### config.mk
export PLATFORM = sky130hd
export DESIGN_NAME = sta_tile_scheduler
export DESIGN_NICKNAME = d
export VERILOG_FILES = /design/src/rtl/sta_tile_scheduler_pkg.sv /design/src/rtl/sta_tile_scheduler_wavefront_skew.sv /design/src/rtl/sta_tile_scheduler.sv
export SDC_FILE = /design/constraint.sdc
export NUM_CORES = 1
export LEC_CHECK = 0
export BUFFER_PORTS_ARGS = -buffer_cell sky130_fd_sc_hd__buf_2
export CAP_MARGIN = 20
export CORE_AREA = 5 5 128 130
export CTS_CLUSTER_DIAMETER = 150
export DETAILED_ROUTE_END_ITERATION = 6
export DIE_AREA = 0 0 133 135
export GPL_TIMING_DRIVEN = 0
export HOLD_SLACK_MARGIN = 0.02
export PLACE_DENSITY = 0.75
export SYNTH_ARGS = -nofsm -noshare
export SYNTH_HDL_FRONTEND = slang
export SYNTH_HIERARCHICAL = 1
export SYNTH_SLANG_ARGS = --single-unit
### constraint.sdc
create_clock -name clk -period 3.3 [get_ports clk]
set_clock_uncertainty 0.15 [all_clocks]
set_input_delay 0.33 -clock clk [delete_from_list [all_inputs] [get_ports clk]]
set_output_delay 0.33 -clock clk [all_outputs]
set_load 0.01 [all_outputs]
### src/rtl/sta_tile_scheduler_pkg.sv
// Shared types, sizes and small helpers for the STA tile scheduler.
package sta_tile_scheduler_pkg;

  localparam int OC_MAX_N        = 512;
  localparam int NUM_CH          = 64;
  localparam int CH_BITS         = $clog2(NUM_CH + 1);
  localparam int SA_N            = 4;
  localparam int SA_VECTOR_WIDTH = 4;
  localparam int K_MAX           = 1024;
  localparam int DRAIN_CYCLES    = 8;

  localparam int COORD_W     = $clog2(OC_MAX_N + 1);
  localparam int KLEN_W      = $clog2(K_MAX + 1);
  localparam int KIDX_W      = $clog2(K_MAX / SA_VECTOR_WIDTH);
  localparam int SKEW_DEPTH  = 2 * SA_N - 1;
  // DRAIN is entered right after the last read; it covers the skew of the
  // last load_sum pulse plus the pipeline drain that follows it.
  localparam int DRAIN_TOTAL = SKEW_DEPTH + DRAIN_CYCLES;
  localparam int DCNT_W      = $clog2(DRAIN_TOTAL + 1);

  typedef logic [COORD_W-1:0] coord_t;
  typedef logic [CH_BITS-1:0] ch_t;
  typedef logic [KIDX_W-1:0]  kidx_t;

  typedef enum logic [1:0] {
    S_IDLE  = 2'd0,
    S_RUN   = 2'd1,
    S_DRAIN = 2'd2
  } sched_state_e;

  // Index of the last vector in a tile: ceil(klen / SA_VECTOR_WIDTH) - 1.
  // Only meaningful for klen != 0.
  function automatic kidx_t kvecs_last(input logic [KLEN_W-1:0] klen);
    logic [KLEN_W:0] v;
    v = ({1'b0, klen} + (KLEN_W + 1)'(SA_VECTOR_WIDTH - 1)) >> $clog2(SA_VECTOR_WIDTH);
    v = v - (KLEN_W + 1)'(1);
    return v[KIDX_W-1:0];
  endfunction

  // True when stepping a tile base by SA_N would leave the matrix.
  function automatic logic pos_wraps(input coord_t pos, input coord_t mat);
    return ({1'b0, pos} + (COORD_W + 1)'(SA_N)) >= {1'b0, mat};
  endfunction

  // Next tile base, saturating at OC_MAX_N.
  function automatic coord_t pos_step(input coord_t pos);
    logic [COORD_W:0] v;
    v = {1'b0, pos} + (COORD_W + 1)'(SA_N);
    if (v > (COORD_W + 1)'(OC_MAX_N)) v = (COORD_W + 1)'(OC_MAX_N);
    return v[COORD_W-1:0];
  endfunction

endpackage

### src/rtl/sta_tile_scheduler_wavefront_skew.sv
// Diagonal wavefront generator: PE(i,j) sees a token i+j cycles after it
// enters stage 0, giving the skewed load_bias / load_sum masks.
module wavefront_skew
  import sta_tile_scheduler_pkg::*;
(
  input  logic                 i_clk,
  input  logic                 i_reset,
  input  logic                 i_stall,
  input  logic                 i_bias_token,
  input  logic                 i_sum_token,
  output logic [SA_N*SA_N-1:0] o_load_bias_mask,
  output logic [SA_N*SA_N-1:0] o_load_sum_mask
);

  logic [SKEW_DEPTH-1:0] r_bias_sr;
  logic [SKEW_DEPTH-1:0] r_sum_sr;

  // Shift both token lines one stage per unstalled cycle.
  always_ff @(posedge i_clk) begin
    if (i_reset) begin
      r_bias_sr <= '0;
      r_sum_sr  <= '0;
    end else if (!i_stall) begin
      r_bias_sr <= {r_bias_sr[SKEW_DEPTH-2:0], i_bias_token};
      r_sum_sr  <= {r_sum_sr[SKEW_DEPTH-2:0],  i_sum_token};
    end
  end

  // Tap stage i+j for PE(i,j); pulses are held back while stalled.
  always_comb begin
    o_load_bias_mask = '0;
    o_load_sum_mask  = '0;
    for (int i = 0; i < SA_N; i++) begin
      for (int j = 0; j < SA_N; j++) begin
        o_load_bias_mask[i*SA_N+j] = r_bias_sr[i+j] & ~i_stall;
        o_load_sum_mask[i*SA_N+j]  = r_sum_sr[i+j]  & ~i_stall;
      end
    end
  end

endmodule

### src/rtl/sta_tile_scheduler.sv
// Sweeps one layer over SA_N x SA_N output tiles, issuing buffer reads,
// controller tile starts and skewed per-PE bias/sum load masks.
module sta_tile_scheduler
  import sta_tile_scheduler_pkg::*;
(
  input  logic                 clk,
  input  logic                 reset,
  input  logic                 stall,
  input  logic                 start,
  input  logic [COORD_W-1:0]   cfg_mat_size,
  input  logic [CH_BITS-1:0]   cfg_num_ch,
  input  logic [KLEN_W-1:0]    cfg_k_len,
  output logic                 rd_en,
  output logic [KIDX_W-1:0]    rd_k,
  output logic [COORD_W-1:0]   rd_row,
  output logic [COORD_W-1:0]   rd_col,
  output logic [CH_BITS-1:0]   rd_channel,
  output logic                 controller_input_valid,
  output logic [COORD_W-1:0]   controller_mat_size,
  output logic [COORD_W-1:0]   controller_pos_row,
  output logic [COORD_W-1:0]   controller_pos_col,
  output logic [CH_BITS-1:0]   controller_channel,
  output logic [SA_N*SA_N-1:0] load_bias_mask,
  output logic [SA_N*SA_N-1:0] load_sum_mask,
  output logic                 busy,
  output logic                 done
);

  sched_state_e      r_state, w_state_nxt;
  coord_t            r_mat, r_row, r_col, r_ctrl_row, r_ctrl_col;
  ch_t               r_nch, r_ch, r_ctrl_ch;
  kidx_t             r_klast, r_k;
  logic [DCNT_W-1:0] r_dcnt;
  logic              r_vld_p1, r_sum_tok_p1, r_done;

  logic w_cfg_zero, w_accept, w_issue, w_first_k, w_k_wrap;
  logic w_col_wrap, w_row_wrap, w_ch_last, w_last_issue, w_drain_end, w_done_set;

  assign w_cfg_zero   = (cfg_mat_size == '0) || (cfg_num_ch == '0) || (cfg_k_len == '0);
  assign w_accept     = (r_state == S_IDLE) && start && !stall;
  assign w_issue      = (r_state == S_RUN) && !stall;
  assign w_first_k    = (r_k == '0);
  assign w_k_wrap     = (r_k == r_klast);
  assign w_col_wrap   = pos_wraps(r_col, r_mat);
  assign w_row_wrap   = pos_wraps(r_row, r_mat);
  assign w_ch_last    = (r_ch == r_nch - ch_t'(1));
  assign w_last_issue = w_k_wrap && w_col_wrap && w_row_wrap && w_ch_last;
  assign w_drain_end  = (r_state == S_DRAIN) && !stall &&
                        (r_dcnt == DCNT_W'(DRAIN_TOTAL - 1));

  // State register.
  always_ff @(posedge clk) begin
    if (reset) r_state <= S_IDLE;
    else       r_state <= w_state_nxt;
  end

  // Next-state logic; transitions only happen on unstalled cycles.
  always_comb begin
    w_state_nxt = r_state;
    w_done_set  = 1'b0;
    unique case (r_state)
      S_IDLE: begin
        if (w_accept) begin
          if (w_cfg_zero) w_done_set  = 1'b1;
          else            w_state_nxt = S_RUN;
        end
      end
      S_RUN: begin
        if (w_issue && w_last_issue) w_state_nxt = S_DRAIN;
      end
      S_DRAIN: begin
        if (w_drain_end) begin
          w_state_nxt = S_IDLE;
          w_done_set  = 1'b1;
        end
      end
      default: w_state_nxt = S_IDLE;
    endcase
  end

  // Configuration latch, tile/k counters, controller tile info, drain count.
  always_ff @(posedge clk) begin
    if (reset) begin
      r_mat <= '0; r_nch <= '0; r_klast <= '0;
      r_k <= '0; r_row <= '0; r_col <= '0; r_ch <= '0;
      r_ctrl_row <= '0; r_ctrl_col <= '0; r_ctrl_ch <= '0;
      r_dcnt <= '0; r_vld_p1 <= 1'b0; r_sum_tok_p1 <= 1'b0;
    end else if (!stall) begin
      // Stage p1: tile start and end-of-reduction tokens, one cycle after the read.
      r_vld_p1     <= w_issue && w_first_k;
      r_sum_tok_p1 <= w_issue && w_k_wrap;
      if (w_accept) begin
        r_mat   <= cfg_mat_size;
        r_nch   <= cfg_num_ch;
        r_klast <= w_cfg_zero ? '0 : kvecs_last(cfg_k_len);
        r_k     <= '0;
        r_row   <= '0;
        r_col   <= '0;
        r_ch    <= '0;
        r_dcnt  <= '0;
      end
      if (w_issue) begin
        if (w_k_wrap) begin
          r_k <= '0;
          if (w_col_wrap) begin
            r_col <= '0;
            if (w_row_wrap) begin
              r_row <= '0;
              if (!w_ch_last) r_ch <= r_ch + ch_t'(1);
            end else begin
              r_row <= pos_step(r_row);
            end
          end else begin
            r_col <= pos_step(r_col);
          end
        end else begin
          r_k <= r_k + kidx_t'(1);
        end
        if (w_first_k) begin
          r_ctrl_row <= r_row;
          r_ctrl_col <= r_col;
          r_ctrl_ch  <= r_ch;
        end
      end
      if (r_state == S_DRAIN) r_dcnt <= r_dcnt + DCNT_W'(1);
    end
  end

  // One-cycle layer-complete pulse.
  always_ff @(posedge clk) begin
    if (reset) r_done <= 1'b0;
    else       r_done <= w_done_set;
  end

  wavefront_skew u_skew (
    .i_clk            (clk),
    .i_reset          (reset),
    .i_stall          (stall),
    .i_bias_token     (w_issue && w_first_k),
    .i_sum_token      (r_sum_tok_p1),
    .o_load_bias_mask (load_bias_mask),
    .o_load_sum_mask  (load_sum_mask)
  );

  assign rd_en                  = w_issue;
  assign rd_k                   = r_k;
  assign rd_row                 = r_row;
  assign rd_col                 = r_col;
  assign rd_channel             = r_ch;
  assign controller_input_valid = r_vld_p1 && !stall;
  assign controller_mat_size    = r_mat;
  assign controller_pos_row     = r_ctrl_row;
  assign controller_pos_col     = r_ctrl_col;
  assign controller_channel     = r_ctrl_ch;
  assign busy                   = (r_state != S_IDLE);
  assign done                   = r_done;

endmodule

# Yosys cells after proc, flatten, opt, wreduce, memory -nomap -nowiden

Index checks and enable logic that the tools add are counted.

Multiplexer cells: 32
Bitwise gates (word level): 15
Reduce and logical (&&, ||, !) cells: 28
$add $sub $neg: 8
Order comparisons: 4
Equal/unequal tests: 9

Operators by type and width:

| cell                  | number |
|---|---|
| $mux 10               | 11 |
| $mux 7                | 6 |
| $mux 8                | 4 |
| $add 10x3->11 const B | 2 |
| $ge 11x10->1          | 2 |
| $gt 11x10->1 const B  | 2 |
| $and 1x1->1           | 14 |
| $logic_and 1x1->1     | 12 |
| $logic_not 11->1      | 1 |
| $add 10x2->10 const B | 1 |
| $logic_not 10->1      | 1 |
| $add 8x1->8 const B   | 1 |
| $eq 8x8->1            | 1 |
| $logic_not 8->1       | 1 |
| $mux 2                | 4 |
| $mux 4                | 2 |
| $sub 8x1->8 const B   | 1 |
| $add 7x1->7 const B   | 1 |
| $eq 7x7->1            | 1 |
| $logic_not 7->1       | 1 |
| $sub 7x1->7 const B   | 1 |
| $ne 2x2->1 const B    | 3 |
| $pmux 2 s3            | 1 |
| $reduce_and 2->1      | 3 |
| 14 further kinds      | 19 |

Output and inout bits: 108
Word-level logic and storage cells: 113
Bits in registers: 110
Input port bits: 32

# Depth between registers and ports, before layout

Gate-level depths: netlist of the first run.

Depth after elaboration: 9
Mapped depth: 13
Depth with buffers taken out: 11

# Hierarchy

The synthesis of the first run kept the hierarchy.

Modules (own cells, without submodules):

| module             | cells each | sequential area each (µm²) | area each (µm²) | instances |
|---|---|---|---|---|
| sta_tile_scheduler | 664        | 1,921.8                    | 5,201.2         | 1 |
| wavefront_skew     | 78         | 280.3                      | 737.0           | 1 |

# Least setup slack after synthesis of the first run

Ideal clock, no wire load.

Path type: register to register
Start point: reg r_col[4], in the netlist rd_col[4]
End point: reg r_ch[3], in the netlist rd_channel[3]
Slack: -84 ps
Data arrival time: 3,164 ps
Setup time: 70 ps
Path buffers: 2
Stages on the path, launching flop included: 13
Period minus slack after synthesis: 3,384 ps
Data required time: 3,080 ps
Cell sequence: dfxtp_1 -> buf_2 -> nand3_1 -> nor3_1 -> xor2_1 -> ha_1 -> o211ai_1 -> or2_2 -> o311a_1 -> a211o_1 -> buf_2 -> or3_1 -> a21oi_1

Cells in the longest elaborated chain, start to end: 5

Ends and longest elaborated chain:

| item                   | line                         | source |
|---|---|---|
| from (decl)            | sta_tile_scheduler.sv:30     | `coord_t r_mat, r_row, r_col, r_ctrl_row, r_ctrl_col;` |
| from (signal assigned) | sta_tile_scheduler.sv:114    | `r_col <= pos_step(r_col);` |
| $add 10x3->11          | sta_tile_scheduler_pkg.sv:42 | `return ({1'b0, pos} + (COORD_W + 1)'(SA_N)) >= {1'b0, mat};` |
| $ge 11x10->1           | sta_tile_scheduler_pkg.sv:42 |  |
| $mux 7                 | sta_tile_scheduler.sv:105    | `if (w_col_wrap) begin` |
| $mux 7                 | sta_tile_scheduler.sv:103    | `if (w_k_wrap) begin` |
| $mux 7                 | sta_tile_scheduler.sv:102    | `if (w_issue) begin` |
| to (signal assigned)   | sta_tile_scheduler.sv:109    | `if (!w_ch_last) r_ch <= r_ch + ch_t'(1);` |
| to (decl)              | sta_tile_scheduler.sv:31     | `ch_t r_nch, r_ch, r_ctrl_ch;` |

No other way between the ends.
A chain may end at the register's enable or synchronous reset.

# Final worst setup path of the first run

Start point: reg r_col[3], in the netlist rd_col[3]
End point: reg r_ch[3], in the netlist rd_channel[3]

Same word-level chain as after synthesis.

==> impl_results.md, run 1 <==
- FP Rows: 45
- RePlAce Congestion: 0.9278
- Clock latency on the worst-skew pair: 0.36 ns
- Peak Freq: 310.6 MHz
- Mux share of post-synthesis cell area: 3.245%
- Layout Utilization: 49.16%
- Routed Antenna Nets: 0
- Final Non-Filler Cells: 1088
- Share of post-route cells with drive strength above 1: 24.89%
- Synth Area in Compound Gates: 16.06%
- Residual DRC count: 0
- Die area: 17960 um^2
- Dpl cells: 1068
- Minimum clock period: 3.219 ns
- Least-Margin Pin Slew: 1.088 ns
- Final instance area: 7390 um^2
- CTS tree: built
- Final Cycle Share: 97.55%
- Clk buf depth: 2
- R2R cell count: 11
- Synth Cell Area: 5938 um^2
- H-tree depth: 3
- #FFs+latches synth: 110
- Routed Wire Length: 16560 um
- RSZ-0062 raised after global routing: yes
- Core Footprint: 15030 um^2
- Tot GR Track Use: 17.93%
- Data required time at the worst endpoint: 3.44 ns
- Final worst slack: 0.08069 ns
- Total nets after synthesis: 804
- Max-Cap Viols: 0
- 1st-pass router iterations: 5
- Flop2flop setup slack: 0.08 ns
- Relative slew slack: 25.56%
- # diodes: 0
- Ys flop type: dfxtp_1
- Synth Warn #: 6
- Largest net degree at the start of global routing: 18
- CP Data Arrival Time: 3.36 ns
- Simple-gate share of the synthesized area: 23.79%
- Syn_area_per_cell: 8.003 um^2
- Vias in the first global route: 5226
- Area Overhead vs Synth: 24.44%
- # clock sinks: 110
- Area after DPL: 6870 um^2
- XOR/XNOR share of the synthesized area: 5.900%
- Average wire per standard cell: 15.22 um
- Die W: 133 um
- Hold Fails Final Rpt: 0
- Post-DP HPWL: 12530 um
- Clock Pin Slew Worst Setup and Hold Paths: 0.07 ns
- Cells after Synth: 742
- Yosys cell types: 57
- Status: finished clean
- Initial antenna violation count: 1
- Via density: 5.246
- Congestion Overflow GR: 0
- RR Startpoint: rd_col[3]$_SDFFE_PP0N_
- # IOs: 140
- Die height: 135 um
- NumNets Final: 957
- WHS Path Cells: 3
- Peak supply drop: 281.5 uV
- Worst Hold Class: input pin to flip-flop
- Post-place setup slack: -0.3225 ns
- Hold wc startpoint: cfg_num_ch[3]
- Slew Limit Fails: 0
- Port-buffer cells: 138
- Most frequent cells in the layout: 143 x buf_2, 122 x nand2_1, 104 x dfxtp_1
- DR iter-0 viols: 307
- Async SR Flop Fraction: 0%
- Leak Pwr: 3.197 nW
- Count of final setup violators: 0
- Seq/Total Area, Yosys: 37.08%
- Number of synthesized flops with an enable pin: 0
- Starting Density: 39.50%
- First-pass GRT wire length: 26050 um
- Worst hold margin: 0.06342 ns
- Most common cell after layout, fill and taps aside: buf_2
- CTS root buf: clkbuf_16
- CTS Buf Count: 9
- Largest family of logic cells by synthesized area: simple AND/OR/NAND/NOR gates
- Worst setup path start: rd_col[3]$_SDFFE_PP0N_
- Power density over the cells: 384.9 nW/um^2
- Routed vias: 5708
- Crit path max fanout: 5
- Crit path kind: flip-flop to flip-flop
- Post-synthesis adder-cell area fraction: 6.321%
- Category of the worst setup path launch point: flip-flop
- Worst setup EP type: flip-flop
[critical path, cell delays in order (launching register included)]
cell and delay, ns:
dfxtp_4 0.36, ha_4 0.17, nand3_1 0.09, xor2_1 0.31, inv_1 0.15, ha_1 0.35
nand3_1 0.08, or2_4 0.25, o311a_4 0.41, a211o_4 0.35, or3_1 0.35, a21oi_1 0.13
[routing by layer]
metal	vias to the layer above	wire length [um]	GRT usage, %
met1	2623	7685	23.99
met5	-	7	0
li1	2870	-	-
met2	183	7297	27.93
met3	30	1128	3.987
met4	2	445	7.506
[where the power goes]
| part | switching [W] | leakage, nW | total, W | internal [W] |
|---|---|---|---|---|
| clock | 0.000499 | 0.146 | 0.00117 | 0.000668 |
| sequential | 0.0000202 | 0.892 | 0.00137 | 0.00135 |
| combinational | 0.000193 | 2.16 | 0.000312 | 0.000119 |
| total | 0.000712 | 3.20 | 0.00284 | 0.00213 |
[final cells by class]
| class | instances | area (um^2) |
|---|---|---|
| Buffer | 54 | 315.3 |
| Clock buffer | 11 | 232.7 |
| Clock inverter | 5 | 83.83 |
| Fill cell | 1462 | 7644 |
| Inverter | 32 | 120.1 |
| Multi-Input combinational cell | 541 | 3430 |
| Sequential cell | 110 | 2215 |
| Tap cell | 188 | 235.2 |
| Timing Repair Buffer | 147 | 758.2 |
[cell usage after synthesis (10+ instances only)]
cell,number,area share (%)
xnor2_1,24,3.5
nor2_1,52,3.3
a21oi_1,79,6.7
nand4_1,11,1.2
buf_4,19,2.4
dfxtp_1,110,37
xor2_1,16,2.4
nand3b_1,10,1.3
nand2_1,123,7.8
clkbuf_1,29,1.8
ha_1,30,6.3
mux2i_1,17,2.9
nor3_1,13,1.1
o21ai_0,18,1.5
nand3_1,20,1.7
o211ai_1,14,1.8
nor2b_1,21,2.2
inv_1,31,2.0
[sequential cells by signal, indices dropped and copies added (netlist names), 8 cells and up]
signal,cells
rd_row,10
controller_pos_col,10
rd_k,8
rd_col,10
r_klast,8
controller_pos_row,10
controller_mat_size,10
[cells by family after synthesis]
kind of cell             after synthesis
multiplexers                          19
AND/OR/NAND/NOR                      295
AO/OA/AOI/OAI                        156
buffers and inverters                 92
adder cells (fa/ha/maj)               30
XOR/XNOR                              40
flip-flops                           110
[repair_timing]
| action | CTS | global route |
|---|---|---|
| pin swaps | 2 | 5 |
| endpoints found under the setup margin | 27 | 20 |
| hold buffers | 0 | 0 |
| cloned | 0 | 1 |
| resized for setup | 18 | 18 |
| setup buffers | 3 | 6 |
[metrics by stage]
stage                TNS, ns  power, W
floorplan                  0  0.001580
global placement      -3.904  0.001678
detailed placement    -4.360  0.001683
CTS                        0  0.002858
global route        -0.07392  0.002958
finish                     0  0.002844
[path summary, 6_finish.rpt]
kind                                                           end
worst max-delay path                    rd_channel[3]$_SDFFE_PP0N_
worst min-delay path                         r_nch[3]$_SDFFE_PP0P_
worst max register to register          rd_channel[3]$_SDFFE_PP0N_
worst min register to register  controller_pos_col[4]$_SDFFE_PP0P_
Power figures use the tool's default switching activity.
==> run 2: changes to the inputs <==
--- a/config.mk
+++ b/config.mk
@@ -13,3 +13,2 @@
 export DIE_AREA = 0 0 133 135
-export GPL_TIMING_DRIVEN = 0
 export HOLD_SLACK_MARGIN = 0.02
==> constraint.sdc (replaced) <==
create_clock -name clk -period 3.3 [get_ports clk]
set_clock_uncertainty 0.15 [all_clocks]
set_input_delay 0.495 -clock clk [delete_from_list [all_inputs] [get_ports clk]]
set_output_delay 0.495 -clock clk [all_outputs]
set_load 0.01 [all_outputs]
==> run 2 against run 1 <==
Against the previous run:
- total power shrank 0.40%
- global-route usage shrank 0.98 points
- die area stayed put
- wire length shrank 6.7%
- count of clock-buffer cells in the layout fell by 2
- clock power is essentially flat
- hold slack improved by 0.17 ns
- combinational power decreased by 8.3%
- non-clock buffer count decreased by 37
- critical path depth unchanged
- worst setup slack better by 0.056 ns
- first-iteration DRC count rose by 7.5%
- critical path type unchanged
- largest power group unchanged
==> impl_results.md, run 2 (synthesized netlist as in run 1, its figures left out) <==
- RSZ-0062 raised after global routing: no
- # clock sinks: 110 (unchanged)
- Crit-path cells: ha_2, and4_4, nand2_2, xnor2_1, ha_1, o211ai_1, or2_4, o311a_4, a211o_4, or3_1, a21oi_1
- CTS Buf Count: 9 (unchanged)
- Final worst slack: 0.1367 ns (+0.05606 ns)
- CP Data Arrival Time: 3.30 ns (-0.06 ns)
- Routed vias: 5512 (-3.4%)
- Total negative slack: 0 ns (unchanged)
- Peak Freq: 316.1 MHz (+1.8%)
- Status: finished clean
- Clk buf depth: 2 (unchanged)
- Max Used Layer: met4
- Initial antenna violation count: 0 (-1)
- Clock Pin Slew Worst Setup and Hold Paths: 0.07 ns (about the same)
- Residual DRC count: 0 (unchanged)
- Most frequent cells in the layout: 138 x buf_2, 122 x nand2_1, 107 x dfxtp_1
- Leak Pwr: 3.071 nW (-3.9%)
- Congestion Overflow GR: 0 (unchanged)
- Worst setup EP type: flip-flop
- Routed Antenna Nets: 0 (unchanged)
- Most common cell after layout, fill and taps aside: buf_2
- Minimum clock period: 3.163 ns (-0.05605 ns)
- Slew Limit Fails: 0 (unchanged)
- Via density: 5.250 (about the same)
- Fill count: 1478 (+1.1%)
- Routed Wire Length: 15450 um (-6.7%)
- Hold Fails Final Rpt: 0 (unchanged)
- Die W: 133 um (unchanged)
- Power density over the cells: 397.6 nW/um^2 (+3.3%)
- Crit-path leading delay family: compound AO/OA/AOI/OAI gates
- FP Rows: 45 (unchanged)
- Critical-path top delay cell: o311a_4
- Clock latency on the worst-skew pair: 0.36 ns (about the same)
- Peak supply drop: 292.2 uV (+3.8%)
- Core Footprint: 15030 um^2 (unchanged)
- RePlAce Congestion: 0.8701 (-6.2%)
- Final Cycle Share: 95.86% (-1.7 points)
- Worst Hold Class: input pin to flip-flop
- Data required time at the worst endpoint: 3.44 ns (about the same)
- Layout Utilization: 47.39% (-1.8 points)
- WP buf/inv: 0 (-1)
- CP peak stage delay: 0.40 ns (about the same)
- Category of the worst setup path launch point: flip-flop
- NumNets Final: 919 (-4.0%)
- H-tree depth: 3 (unchanged)
- DRT met1 WL: 7388 um (-3.9%)
- Area Overhead vs Synth: 19.97%
- Met3 WL post-DR: 975 um (-14%)
- 1st-pass router iterations: 5 (unchanged)
- Crit path kind: flip-flop to flip-flop
- # diodes: 0 (unchanged)
- Port-buffer cells: 139 (+0.72%)
- Max-Cap Viols: 0 (unchanged)
- First-pass GRT wire length: 24960 um (-4.2%)
- Share of post-route cells with drive strength above 1: 23.78% (-1.1 points)
- Die height: 135 um (unchanged)
- Post-place setup slack: 0.09234 ns (+0.4148 ns)
- CTS tree: built
- Count of final setup violators: 0 (unchanged)
- Dpl cells: 1033 (-3.3%)
- Least-Margin Pin Slew: 0.9391 ns (-0.1494 ns)
- Post-DP HPWL: 11400 um (-9.0%)
- CTS root buf: clkbuf_16
- Met2 wire len: 6691 um (-8.3%)
- Starting Density: 39.50% (unchanged)
- Crit path max fanout: 6 (+1)
- Relative slew slack: 35.77% (+10 points)
- # IOs: 140 (unchanged)
- DR iter-0 viols: 330 (+7.5%)
- Largest net degree at the start of global routing: 82 (+64)
- Average wire per standard cell: 14.72 um (-3.3%)
- Final Non-Filler Cells: 1050 (-3.5%)
- Die area: 17960 um^2 (unchanged)
- Vias in the first global route: 5048 (-3.4%)
- Final Power: 0.002833 W (-0.40%)
- Tot GR Track Use: 16.94% (-0.98 points)
run 2: worst reg2reg max path: stages, from the launching register on:
cell and delay, ns:
dfxtp_2 0.33, ha_2 0.19, and4_4 0.26, nand2_2 0.09, xnor2_1 0.16, ha_1 0.30, o211ai_1 0.11, or2_4 0.28
o311a_4 0.40, a211o_4 0.35, or3_1 0.35, a21oi_1 0.12
run 2: cell type report:
cell class              count  area [um^2]  share of cell area (%)
clock buffers               9        225.2                   3.161
clock inverters             7        97.59                   1.370
inverters                  32        120.1                   1.686
multi-input cells         540         3354                   47.08
flip-flops and latches    110         2206                   30.96
well taps                 188        235.2                   3.302
repair buffers            164        885.9                   12.43
run 2: path summary, 6_finish.rpt:
check,startpoint,end,slack [ns],cells past startpoint
min,cfg_num_ch[3],r_nch[3]$_SDFFE_PP0P_,0.24,3
max reg2reg,rd_col[2]$_SDFFE_PP0N_,rd_channel[6]$_SDFFE_PP0N_,0.14,11
min reg2reg,controller_pos_col[9]$_SDFFE_PP0P_,controller_pos_col[9]$_SDFFE_PP0P_,0.30,2
max,rd_col[2]$_SDFFE_PP0N_,rd_channel[6]$_SDFFE_PP0N_,0.14,11
run 2: where the power goes:
part           switching (W)  total, W  internal (W)
logic               0.000179  0.000286      0.000107
clock network       0.000511   0.00118      0.000668
registers          0.0000205   0.00137       0.00135
run 2: metrics by stage:
stage	hold WS [ns]	instance area [um^2]
after CTS	0.2246	7049
after global placement	0.2890	6726
after floorplan	0.2890	5944
after global routing	0.2313	7124
final	0.2378	7124
after detailed placement	0.2930	6726
run 2: metal layers:
layer,vias to the layer above,global-route usage [%]
li1,2780,-
met1,2525,23.26
met2,179,25.82
met3,28,4.024
met4,0,6.409
met5,-,0
run 2: repair_timing:
| action | in CTS | in global routing |
|---|---|---|
| setup endpoints to repair | 0 | 17 |
| resized for setup | 0 | 14 |
| setup buffers | 0 | 1 |
| hold buffers | 0 | 0 |
==> run 3: changes to the inputs <==
--- a/constraint.sdc
+++ b/constraint.sdc
@@ -4,2 +4,2 @@
 set_output_delay 0.495 -clock clk [all_outputs]
-set_load 0.01 [all_outputs]
+set_load 0.005 [all_outputs]
==> run 3 against run 2 <==
Against the previous run:
- fmax grew 0.38%
- final cell count is essentially flat
- cell area barely moved
- worst setup slack better by 0.012 ns
- sequential share of layout area about the same
- non-clock buffer count up 1
- hold slack improved by 0.00062 ns
- total power decreased by 2.8%
- via count increased by 0.60%
- die area unchanged
- register-to-register slack is essentially flat
- clock power down 7%
- largest power group unchanged
==> impl_results.md, run 3 (synthesized netlist as in run 1, its figures left out) <==
- Status: finished clean
- RePlAce Congestion: 0.8571 (-1.5%)
- Relative slew slack: 31.14% (-4.6 points)
- Vias in the first global route: 5034 (-0.28%)
- Crit path max fanout: 6 (unchanged)
- # diodes: 0 (unchanged)
- NumNets Final: 920 (+0.11%)
- Average wire per standard cell: 15.11 um (+2.7%)
- Final Cycle Share: 95.49% (-0.37 points)
- Routed Antenna Nets: 0 (unchanged)
- Met2 wire len: 7049 um (+5.4%)
- Worst Hold Class: input pin to flip-flop
- Starting Density: 39.50% (unchanged)
- # clock sinks: 110 (unchanged)
- Final Power: 0.002754 W (-2.8%)
- Die height: 135 um (unchanged)
- Met3 WL post-DR: 913 um (-6.4%)
- H-tree depth: 3 (unchanged)
- Share of post-route cells with drive strength above 1: 24.22% (+0.44 points)
- Initial antenna violation count: 0 (unchanged)
- Clk buf depth: 2 (unchanged)
- Die area: 17960 um^2 (unchanged)
- Die W: 133 um (unchanged)
- Residual DRC count: 0 (unchanged)
- DRT met1 WL: 7493 um (+1.4%)
- Post-place setup slack: 0.06040 ns (-0.03194 ns)
- Least-Margin Pin Slew: 1.007 ns (+0.06779 ns)
- Leak Pwr: 3.089 nW (+0.58%)
- FP Rows: 45 (unchanged)
- Worst hold margin: 0.2384 ns (+0.0006250 ns)
- Category of the worst setup path launch point: flip-flop
- Area Overhead vs Synth: 20.02% (about the same)
- Congestion Overflow GR: 0 (unchanged)
- Most frequent cells in the layout: 138 x buf_2, 122 x nand2_1, 106 x dfxtp_1
- Clock Pin Slew Worst Setup and Hold Paths: 0.07 ns (about the same)
- Post-DP HPWL: 11530 um (+1.1%)
- Port-buffer cells: 139 (unchanged)
- Crit path kind: flip-flop to flip-flop
- Routed vias: 5545 (+0.60%)
- CTS Buf Count: 9 (unchanged)
- CTS Hold Bufs: 0 (unchanged)
- Routed Wire Length: 15880 um (+2.8%)
- Peak Freq: 317.3 MHz (+0.38%)
- Largest net degree at the start of global routing: 92 (+12%)
- Final worst slack: 0.1488 ns (+0.01207 ns)
- Slew Limit Fails: 0 (unchanged)
- 1st-pass router iterations: 5 (unchanged)
- Power density over the cells: 386.4 nW/um^2 (-2.8%)
- Clock latency on the worst-skew pair: 0.35 ns (about the same)
- DR iter-0 viols: 300 (-9.1%)
- Peak supply drop: 233.4 uV (-20%)
- Count of final setup violators: 0 (unchanged)
- Data required time at the worst endpoint: 3.44 ns (about the same)
- # IOs: 140 (unchanged)
- Max Used Layer: met4
- Tot GR Track Use: 17.21% (+0.27 points)
- First-pass GRT wire length: 25410 um (+1.8%)
- CTS root buf: clkbuf_16
- Hold Fails Final Rpt: 0 (unchanged)
- Max-Cap Viols: 0 (unchanged)
- Fill count: 1439 (-2.6%)
- Core Footprint: 15030 um^2 (unchanged)
- CP Data Arrival Time: 3.29 ns (about the same)
- CTS tree: built
- Via density: 5.276 (+0.50%)
- Most common cell after layout, fill and taps aside: buf_2
- Worst setup EP type: flip-flop
- Minimum clock period: 3.151 ns (-0.01207 ns)
## run 3: cell count changes in the layout (fill, tap and decap cells not counted), sizes merged
cell,delta
clkbuf,+1
buf,+1
clkinvlp,-1
bufinv,-1
clkinv,+2
inv,-1
## run 3: metal layers
layer,track usage (%),up-vias
met2,26.44,201
met1,23.81,2539
li1,-,2773
met4,7.564,0
met5,0,-
met3,2.832,32
## run 3: critical path, cell delays in order (launching register included)
cell and delay [ns]:
dfxtp_1 0.34, ha_2 0.20, and4_4 0.27, nand2_2 0.09, xnor2_1 0.14, ha_1 0.30, o211ai_1 0.10, or2_4 0.28
o311a_4 0.40, a211o_1 0.34, or3_1 0.38, a21oi_2 0.11
## run 3: worst paths after layout
kind,startpoint,cells past startpoint,slack [ns],end
worst max-delay path,rd_col[2]$_SDFFE_PP0N_,11,0.15,rd_channel[3]$_SDFFE_PP0N_
worst min-delay path,cfg_mat_size[8],3,0.24,controller_mat_size[8]$_SDFFE_PP0P_
worst max register to register,rd_col[2]$_SDFFE_PP0N_,11,0.15,rd_channel[3]$_SDFFE_PP0N_
worst min register to register,controller_pos_row[8]$_SDFFE_PP0P_,2,0.30,controller_pos_row[8]$_SDFFE_PP0P_
## run 3: final cells by class
class	instances	area [um^2]	area share, %
Multi-Input combinational cell	540	3368	47.26
Sequential cell	110	2210	31.00
Timing Repair Buffer	165	893.4	12.54
Clock buffer	10	239.0	3.353
Tap cell	188	235.2	3.301
Inverter	32	120.1	1.685
Clock inverter	6	61.31	0.8603
## run 3: metrics by stage
step	cells	cell area [um^2]	utilization, %	setup TNS [ns]
2_1_floorplan	742	5943	-	0
3_3_place_gp	1032	6718	44.69	0
3_5_place_dp	1032	6718	44.69	0
4_1_cts	1048	7018	46.68	0
5_1_grt	1051	7127	47.41	-0.007907
6_report	1051	7127	47.41	0
## run 3: timing repair
item / in CTS / in global routing
setup buffers: 0 / 3
setup endpoints to repair: 0 / 18
resized for setup: 0 / 21
## run 3: where the power goes
group	switching, W	internal (W)
registers	0.0000211	0.00135
clock network	0.000498	0.000607
logic	0.000174	0.000107
total	0.000693	0.00206
